`src/rtl/spi_speed_arbiter_if.sv`:
```
// Speed-command handshake bundle between requesters and the SPI speed arbiter.
// master = command sources / fault input, slave = arbiter.
interface spi_speed_arbiter_if;
    logic        req0_valid;
    logic [15:0] req0_data;
    logic        req0_ready;
    logic        req1_valid;
    logic [15:0] req1_data;
    logic        req1_ready;
    logic        fault;
    logic [15:0] wdata;
    logic        we;
    logic        fault_active;
    logic        busy;

    modport master (
        output req0_valid, req0_data,
        output req1_valid, req1_data,
        output fault,
        input  req0_ready, req1_ready,
        input  wdata, we, fault_active, busy
    );

    modport slave (
        input  req0_valid, req0_data,
        input  req1_valid, req1_data,
        input  fault,
        output req0_ready, req1_ready,
        output wdata, we, fault_active, busy
    );
endinterface

```
`src/rtl/spi_speed_arbiter.sv`:
```
// Round-robin speed-register writer with write spacing and fault pre-emption.
// Guarantees each written value survives at least one PMD901 SPI frame.
module spi_speed_arbiter #(
    parameter logic [11:0] HOLDOFF_CYCLES = 12'd2200,
    parameter logic [15:0] SAFE_SPEED     = 16'h0000
) (
    input logic                clk,
    input logic                rst,
    spi_speed_arbiter_if.slave bus
);

    typedef enum logic [1:0] {
        IDLE,
        WRITE,
        HOLDOFF
    } state_t;

    state_t      state;
    logic [11:0] cnt;
    logic        rr_last;
    logic [15:0] wdata_q;
    logic        we_q;
    logic        rdy0_q;
    logic        rdy1_q;
    logic        fa_q;
    logic        busy_q;

    logic        pick1;
    logic        any_valid;
    logic        fault_new;

    assign any_valid = bus.req0_valid || bus.req1_valid;
    assign fault_new = bus.fault && !fa_q;

    // Winner index; on a tie the side that did not win last time goes.
    always_comb begin
        pick1 = 1'b0;
        unique case (1'b1)
            (bus.req0_valid && bus.req1_valid):  pick1 = ~rr_last;
            (bus.req0_valid && !bus.req1_valid): pick1 = 1'b0;
            (!bus.req0_valid && bus.req1_valid): pick1 = 1'b1;
            default:                             pick1 = 1'b0;
        endcase
    end

    always_ff @(posedge clk) begin
        if (rst) begin
            state   <= IDLE;
            cnt     <= 12'd0;
            rr_last <= 1'b1;
            wdata_q <= 16'h0000;
            we_q    <= 1'b0;
            rdy0_q  <= 1'b0;
            rdy1_q  <= 1'b0;
            fa_q    <= 1'b0;
            busy_q  <= 1'b0;
        end else begin
            we_q   <= 1'b0;
            rdy0_q <= 1'b0;
            rdy1_q <= 1'b0;
            unique case (state)
                IDLE: begin
                    if (fault_new) begin
                        wdata_q <= SAFE_SPEED;
                        we_q    <= 1'b1;
                        fa_q    <= 1'b1;
                        state   <= WRITE;
                        busy_q  <= 1'b1;
                    end else if (fa_q && !bus.fault) begin
                        fa_q <= 1'b0;
                    end else if (!fa_q && any_valid) begin
                        wdata_q <= pick1 ? bus.req1_data : bus.req0_data;
                        we_q    <= 1'b1;
                        rdy0_q  <= ~pick1;
                        rdy1_q  <= pick1;
                        rr_last <= pick1;
                        state   <= WRITE;
                        busy_q  <= 1'b1;
                    end
                end
                WRITE: begin
                    // A one-cycle holdoff is fully covered by the IDLE cycle.
                    if (HOLDOFF_CYCLES <= 12'd1) begin
                        cnt    <= 12'd0;
                        state  <= IDLE;
                        busy_q <= 1'b0;
                    end else begin
                        cnt   <= HOLDOFF_CYCLES - 12'd1;
                        state <= HOLDOFF;
                    end
                end
                HOLDOFF: begin
                    if (fault_new) begin
                        wdata_q <= SAFE_SPEED;
                        we_q    <= 1'b1;
                        fa_q    <= 1'b1;
                        state   <= WRITE;
                    end else if (cnt <= 12'd1) begin
                        cnt    <= 12'd0;
                        state  <= IDLE;
                        busy_q <= 1'b0;
                    end else begin
                        cnt <= cnt - 12'd1;
                    end
                end
                default: begin
                    state  <= IDLE;
                    busy_q <= 1'b0;
                end
            endcase
        end
    end

    assign bus.wdata        = wdata_q;
    assign bus.we           = we_q;
    assign bus.req0_ready   = rdy0_q;
    assign bus.req1_ready   = rdy1_q;
    assign bus.fault_active = fa_q;
    assign bus.busy         = busy_q;

endmodule
```
`src/flat_wrapper.sv`:
```
// flat-port wrapper written by rule: the top's interface ports become plain ports
module spi_speed_arbiter_flat 
#(
    parameter logic [11:0] HOLDOFF_CYCLES = 12'd2200,
    parameter logic [15:0] SAFE_SPEED     = 16'h0000
)
  (clk, rst, bus_req0_valid, bus_req0_data, bus_req1_valid, bus_req1_data, bus_fault, bus_req0_ready, bus_req1_ready, bus_wdata, bus_we, bus_fault_active, bus_busy);
  spi_speed_arbiter_if bus_i ();
  input logic clk;
  input logic rst;
  input wire logic [$bits(bus_i.req0_valid)-1:0] bus_req0_valid;
  input wire logic [$bits(bus_i.req0_data)-1:0] bus_req0_data;
  input wire logic [$bits(bus_i.req1_valid)-1:0] bus_req1_valid;
  input wire logic [$bits(bus_i.req1_data)-1:0] bus_req1_data;
  input wire logic [$bits(bus_i.fault)-1:0] bus_fault;
  output wire logic [$bits(bus_i.req0_ready)-1:0] bus_req0_ready;
  output wire logic [$bits(bus_i.req1_ready)-1:0] bus_req1_ready;
  output wire logic [$bits(bus_i.wdata)-1:0] bus_wdata;
  output wire logic [$bits(bus_i.we)-1:0] bus_we;
  output wire logic [$bits(bus_i.fault_active)-1:0] bus_fault_active;
  output wire logic [$bits(bus_i.busy)-1:0] bus_busy;
  assign bus_i.req0_valid = bus_req0_valid;
  assign bus_i.req0_data = bus_req0_data;
  assign bus_i.req1_valid = bus_req1_valid;
  assign bus_i.req1_data = bus_req1_data;
  assign bus_i.fault = bus_fault;
  assign bus_req0_ready = bus_i.req0_ready;
  assign bus_req1_ready = bus_i.req1_ready;
  assign bus_wdata = bus_i.wdata;
  assign bus_we = bus_i.we;
  assign bus_fault_active = bus_i.fault_active;
  assign bus_busy = bus_i.busy;
  spi_speed_arbiter #(.HOLDOFF_CYCLES(HOLDOFF_CYCLES), .SAFE_SPEED(SAFE_SPEED)) u_core (.clk(clk), .rst(rst), .bus(bus_i));
endmodule
```
`config.mk`:
```
export PLATFORM = sky130hd
export DESIGN_NAME = spi_speed_arbiter_flat
export DESIGN_NICKNAME = d
export VERILOG_FILES = /design/src/rtl/spi_speed_arbiter_if.sv /design/src/rtl/spi_speed_arbiter.sv /design/src/flat_wrapper.sv
export SDC_FILE = /design/constraint.sdc
export NUM_CORES = 1
export LEC_CHECK = 0
export CAP_MARGIN = 30
export CORE_MARGIN = 4
export CORE_UTILIZATION = 45
export DETAILED_ROUTE_END_ITERATION = 8
export PLACE_DENSITY = 0.9
export SLEW_MARGIN = 20
export SYNTH_ARGS = -nofsm -noshare
export SYNTH_HDL_FRONTEND = slang
export SYNTH_SLANG_ARGS = --single-unit
```
`constraint.sdc`:
```
create_clock -name clk -period 2.33 [get_ports clk]
set_input_delay 0.466 -clock clk [delete_from_list [all_inputs] [get_ports clk]]
set_output_delay 0.466 -clock clk [all_outputs]
set_load 0.01 [all_outputs]
```
==> parameters.txt <==
Parameter                              Value

Logic synthesis
  Top cell type's share of synthesized area    0.4180
  Largest area contributor in the synthesized netlist    dfxtp_1
  Yosys warning total    0
  Synthesized area per cell    9.741 um^2
  Nets in the synthesized netlist    about 220
  Synthesized flop and latch total    36
  Share of synthesized area occupied by flip-flops and latches    0.4180
  Biggest area contributors in the synthesized netlist    dfxtp_1 (42%), mux2i_1 (9.3%), o2bb2ai_1 (8.1%)
  Library cells used by synthesis    42
  Mapped cell area    approximately 0.0017 mm^2
  Mapped Cells    177

Clock network
  Cts bufs inserted    5
  CTS max path bufs    2
  Total setup buffers inserted after CTS    0
  Number of buffers inserted by hold repair at cts    0
  Clock tree from TritonCTS    built
  Clock Latency Late Sink    approximately 0.28 ns
  Clock transition at the registers of the reported paths    approximately 0.070 ns
  Resized Gates After CTS    0
  Number of sinks handled by clock tree synthesis    36
  CTS root buffer    clkbuf_8
  Number of H-tree branching levels    2

Global route
  Antenna violations before repair    0
  Total congestion overflow after global routing    0
  Wire length of the first global-routing pass    between 7000 and 8000 um
  Number of global-route vias before repair    around 1500
  Total routing resource utilization after global routing    0.1830
  Pin count of the biggest net entering global routing    19

Setup path
  Worst path cell trace    clkdlybuf4s50_1 > inv_1 > ha_1 > o41ai_1 > a21oi_1 > buf_4 > o2bb2ai_1
  Crit-path slowest cell    clkdlybuf4s50_1
  Element type at the critical path start    input pin
  FF-to-FF End    u_core.cnt[11]$_SDFFE_PP0P_
  Longest individual stage delay on the worst path    ~0.48 ns
  Crit path DAT    approximately 2.1 ns
  Worst reg2reg path startpoint    u_core.bus.fault_active$_SDFFE_PP0P_
  CP endpoint kind    register
  CP required    between 2 and 3 ns
  Count of cells along the worst register-to-register path    6
  Setup slack of the worst register-to-register path    0.48 ns
  Top fanout value on the critical path    16
  Category of the critical setup timing path    input pin to register

Detailed routing
  Detailed-routing wirelength on met1    just under 2000 um
  Wire length on met3    145 um
  Final WL    about 4300 um
  Number of vias per cell after detailed routing    ~5.3
  Number of detailed-route iterations in the first pass    4
  Top layer in use    met4
  Via count    between 1500 and 2000
  Drt wl/cell    14.86 um
  Met2 wire length    2156 um
  First DRT Iteration DRCs    57
  Post-detailed-route count of antenna-violating nets    0
  Final routed DRC violation total    0

Worst hold path
  Hold Crit Depth    1
  Worst-case hold path end point    u_core.bus.wdata[5]$_SDFFE_PP0P_
  Hold path startpoint    u_core.bus.wdata[5]$_SDFFE_PP0P_
  Hold crit path type    register to register

Floorplanning
  Width of the chip    around 70 um
  FP Rows    22
  Area of the core    approximately 0.0037 mm^2
  Initial Util    0.4674
  I/O pin cnt    58
  Chip Height    ~70 um
  Die Footprint    just under 0.005 mm^2

Power and ir drop
  Leakage    0.0009289 uW
  Power density relative to cell area    ~750 mW/mm^2
  Peak supply drop    0.4557 mV

Finish
  Filler cell count in the final layout    280
  Count of nets after finishing    ~280
  Number of diodes    0
  P&R area growth vs syn    44.27%
  Layout cells sized above 1    0.1070
  Cell area after layout    0.002487 mm^2
  Core occupancy in the finished layout    0.6744
  Most common cell after layout, fill and taps aside    clkdlybuf4s50_1
  Most frequent cells in the layout    clkdlybuf4s50_1 (57), dfxtp_1 (36), nor2_1 (18), mux2i_1 (16), o2bb2ai_1 (16)

Placement
  GP Congestion    roughly 0.85
  Pre-CTS setup slack    just over 0.07 ns
  Count of buffers inserted at the top-level ports    between 50 and 60
  Cell area after placement    roughly 0.0024 mm^2
  Final HPWL DP    around 3200 um

Timing
  Count of endpoints failing setup in the final report    0
  Smallest hold slack    between 0.4 and 0.5 ns
  Final Hold Vio Count    0
  Period Utilization, post-route    0.8470
  Slew at the pin closest to its max-slew limit    ~0.54 ns
  Number of pins exceeding their max-slew limit in the final report    0
  Final worst clock skew    0.007828 ns
  Maximum operating frequency    approximately 0.51 GHz
  Max transition margin    0.6414
  Setup slack after layout    0.3565 ns
  TNS Setup    0 ns
  Minimum clock period    1.973 ns
  RSZ-0062 raised after global routing    false

Status
  Outcome    finished clean

Flow run
  Max-cap violation count    0
-- synthesized netlist by cell type --
cell,n
a21oi_1,8
o2111ai_1,2
o21ai_0,4
mux2i_1,16
nor4_1,2
nand2_1,4
a211oi_1,2
o41ai_1,1
nor2_1,18
dfxtp_1,36
nor3_4,1
a21boi_0,2
xor2_1,5
nor2b_1,1
a221oi_2,1
o31ai_1,1
nor3b_1,1
nor3b_2,1
or3_1,1
and2_1,2
a311oi_1,3
a22oi_1,1
o41ai_2,1
inv_1,9
or2_2,1
nand3b_2,1
o211ai_1,2
clkbuf_8,1
or4b_1,1
nor3_1,7
nor4_4,1
o21ba_2,1
o2bb2ai_1,16
ha_1,4
buf_2,5
o22ai_1,1
a31oi_1,1
clkbuf_1,2
and3_1,2
nor2_2,1
nand2b_1,3
nand4_1,4
-- per-layer routing --
| metal | vias up | track usage |
|---|---|---|
| met2 | 39 | 0.3054 |
| met4 | 0 | 0.06383 |
| met3 | 9 | 0.03453 |
| li1 | 786 | - |
| met5 | - | 0 |
| met1 | 715 | 0.2353 |
-- flip-flops by register name, summed over array words and instances (netlist names) --
name,flops
u_core.bus.wdata,16
u_core.cnt,12
u_core.state,2
u_core.bus.busy,1
u_core.bus.fault_active,1
u_core.bus.req0_ready,1
u_core.bus.req1_ready,1
u_core.bus.we,1
u_core.rr_last,1
-- worst max-delay path by stage --
| stage | cells past startpoint | from | slack (ns) | end |
|---|---|---|---|---|
| floorplan | 6 | u_core.bus.fault_active$_SDFFE_PP0P_ | 0.51 | u_core.cnt[11]$_SDFFE_PP0P_ |
| global placement | 6 | bus_fault | 0.13 | u_core.cnt[11]$_SDFFE_PP0P_ |
| detailed placement | 7 | bus_fault | 0.07 | u_core.bus.wdata[15]$_SDFFE_PP0P_ |
| CTS | 7 | bus_fault | 0.35 | u_core.bus.wdata[9]$_SDFFE_PP0P_ |
| global route | 7 | bus_fault | 0.26 | u_core.bus.wdata[6]$_SDFFE_PP0P_ |
| finish | 7 | bus_fault | 0.36 | u_core.bus.wdata[9]$_SDFFE_PP0P_ |
-- area by class of cell --
| class | count | area, um^2 | area share |
|---|---|---|---|
| multi-input cells | 124 | 927.1 | 0.3727 |
| flip-flops and latches | 36 | 720.7 | 0.2897 |
| repair buffers | 66 | 638.1 | 0.2565 |
| clock buffers | 6 | 72.57 | 0.02917 |
| well taps | 48 | 60.06 | 0.02414 |
| clock inverters | 2 | 35.03 | 0.01408 |
| inverters | 9 | 33.78 | 0.01358 |
-- worst max-delay path, delay by kind of cell --
family | cells | cell delay, ns
buffers and inverters | 3 | 0.74
adder cells (fa/ha/maj) | 1 | 0.21
AO/OA/AOI/OAI | 3 | 0.72
-- cells by family after synthesis --
logic type	after synthesis	share of synthesized area
fa+ha+maj	4	0.02903
flops	36	0.4180
buf+inv	17	0.04644
simple gates	52	0.1756
xor+xnor	5	0.02540
compound gates	47	0.2126
mux	16	0.09289
-- power by group --
group / switching (uW) / internal, uW / leakage [uW]
sequential: 86.9 / 688 / 0.000295
combinational: 262 / 293 / 0.000579
clock: 214 / 317 / 0.0000552
-- metrics by stage --
| step | instances | power, uW |
|---|---|---|
| floorplan | 177 | 1111 |
| global placement | 283 | 1321 |
| detailed placement | 283 | 1337 |
| CTS | 291 | 1874 |
| global route | 291 | 1964 |
| finish | 291 | 1862 |
(Power assumes the default switching activity.)
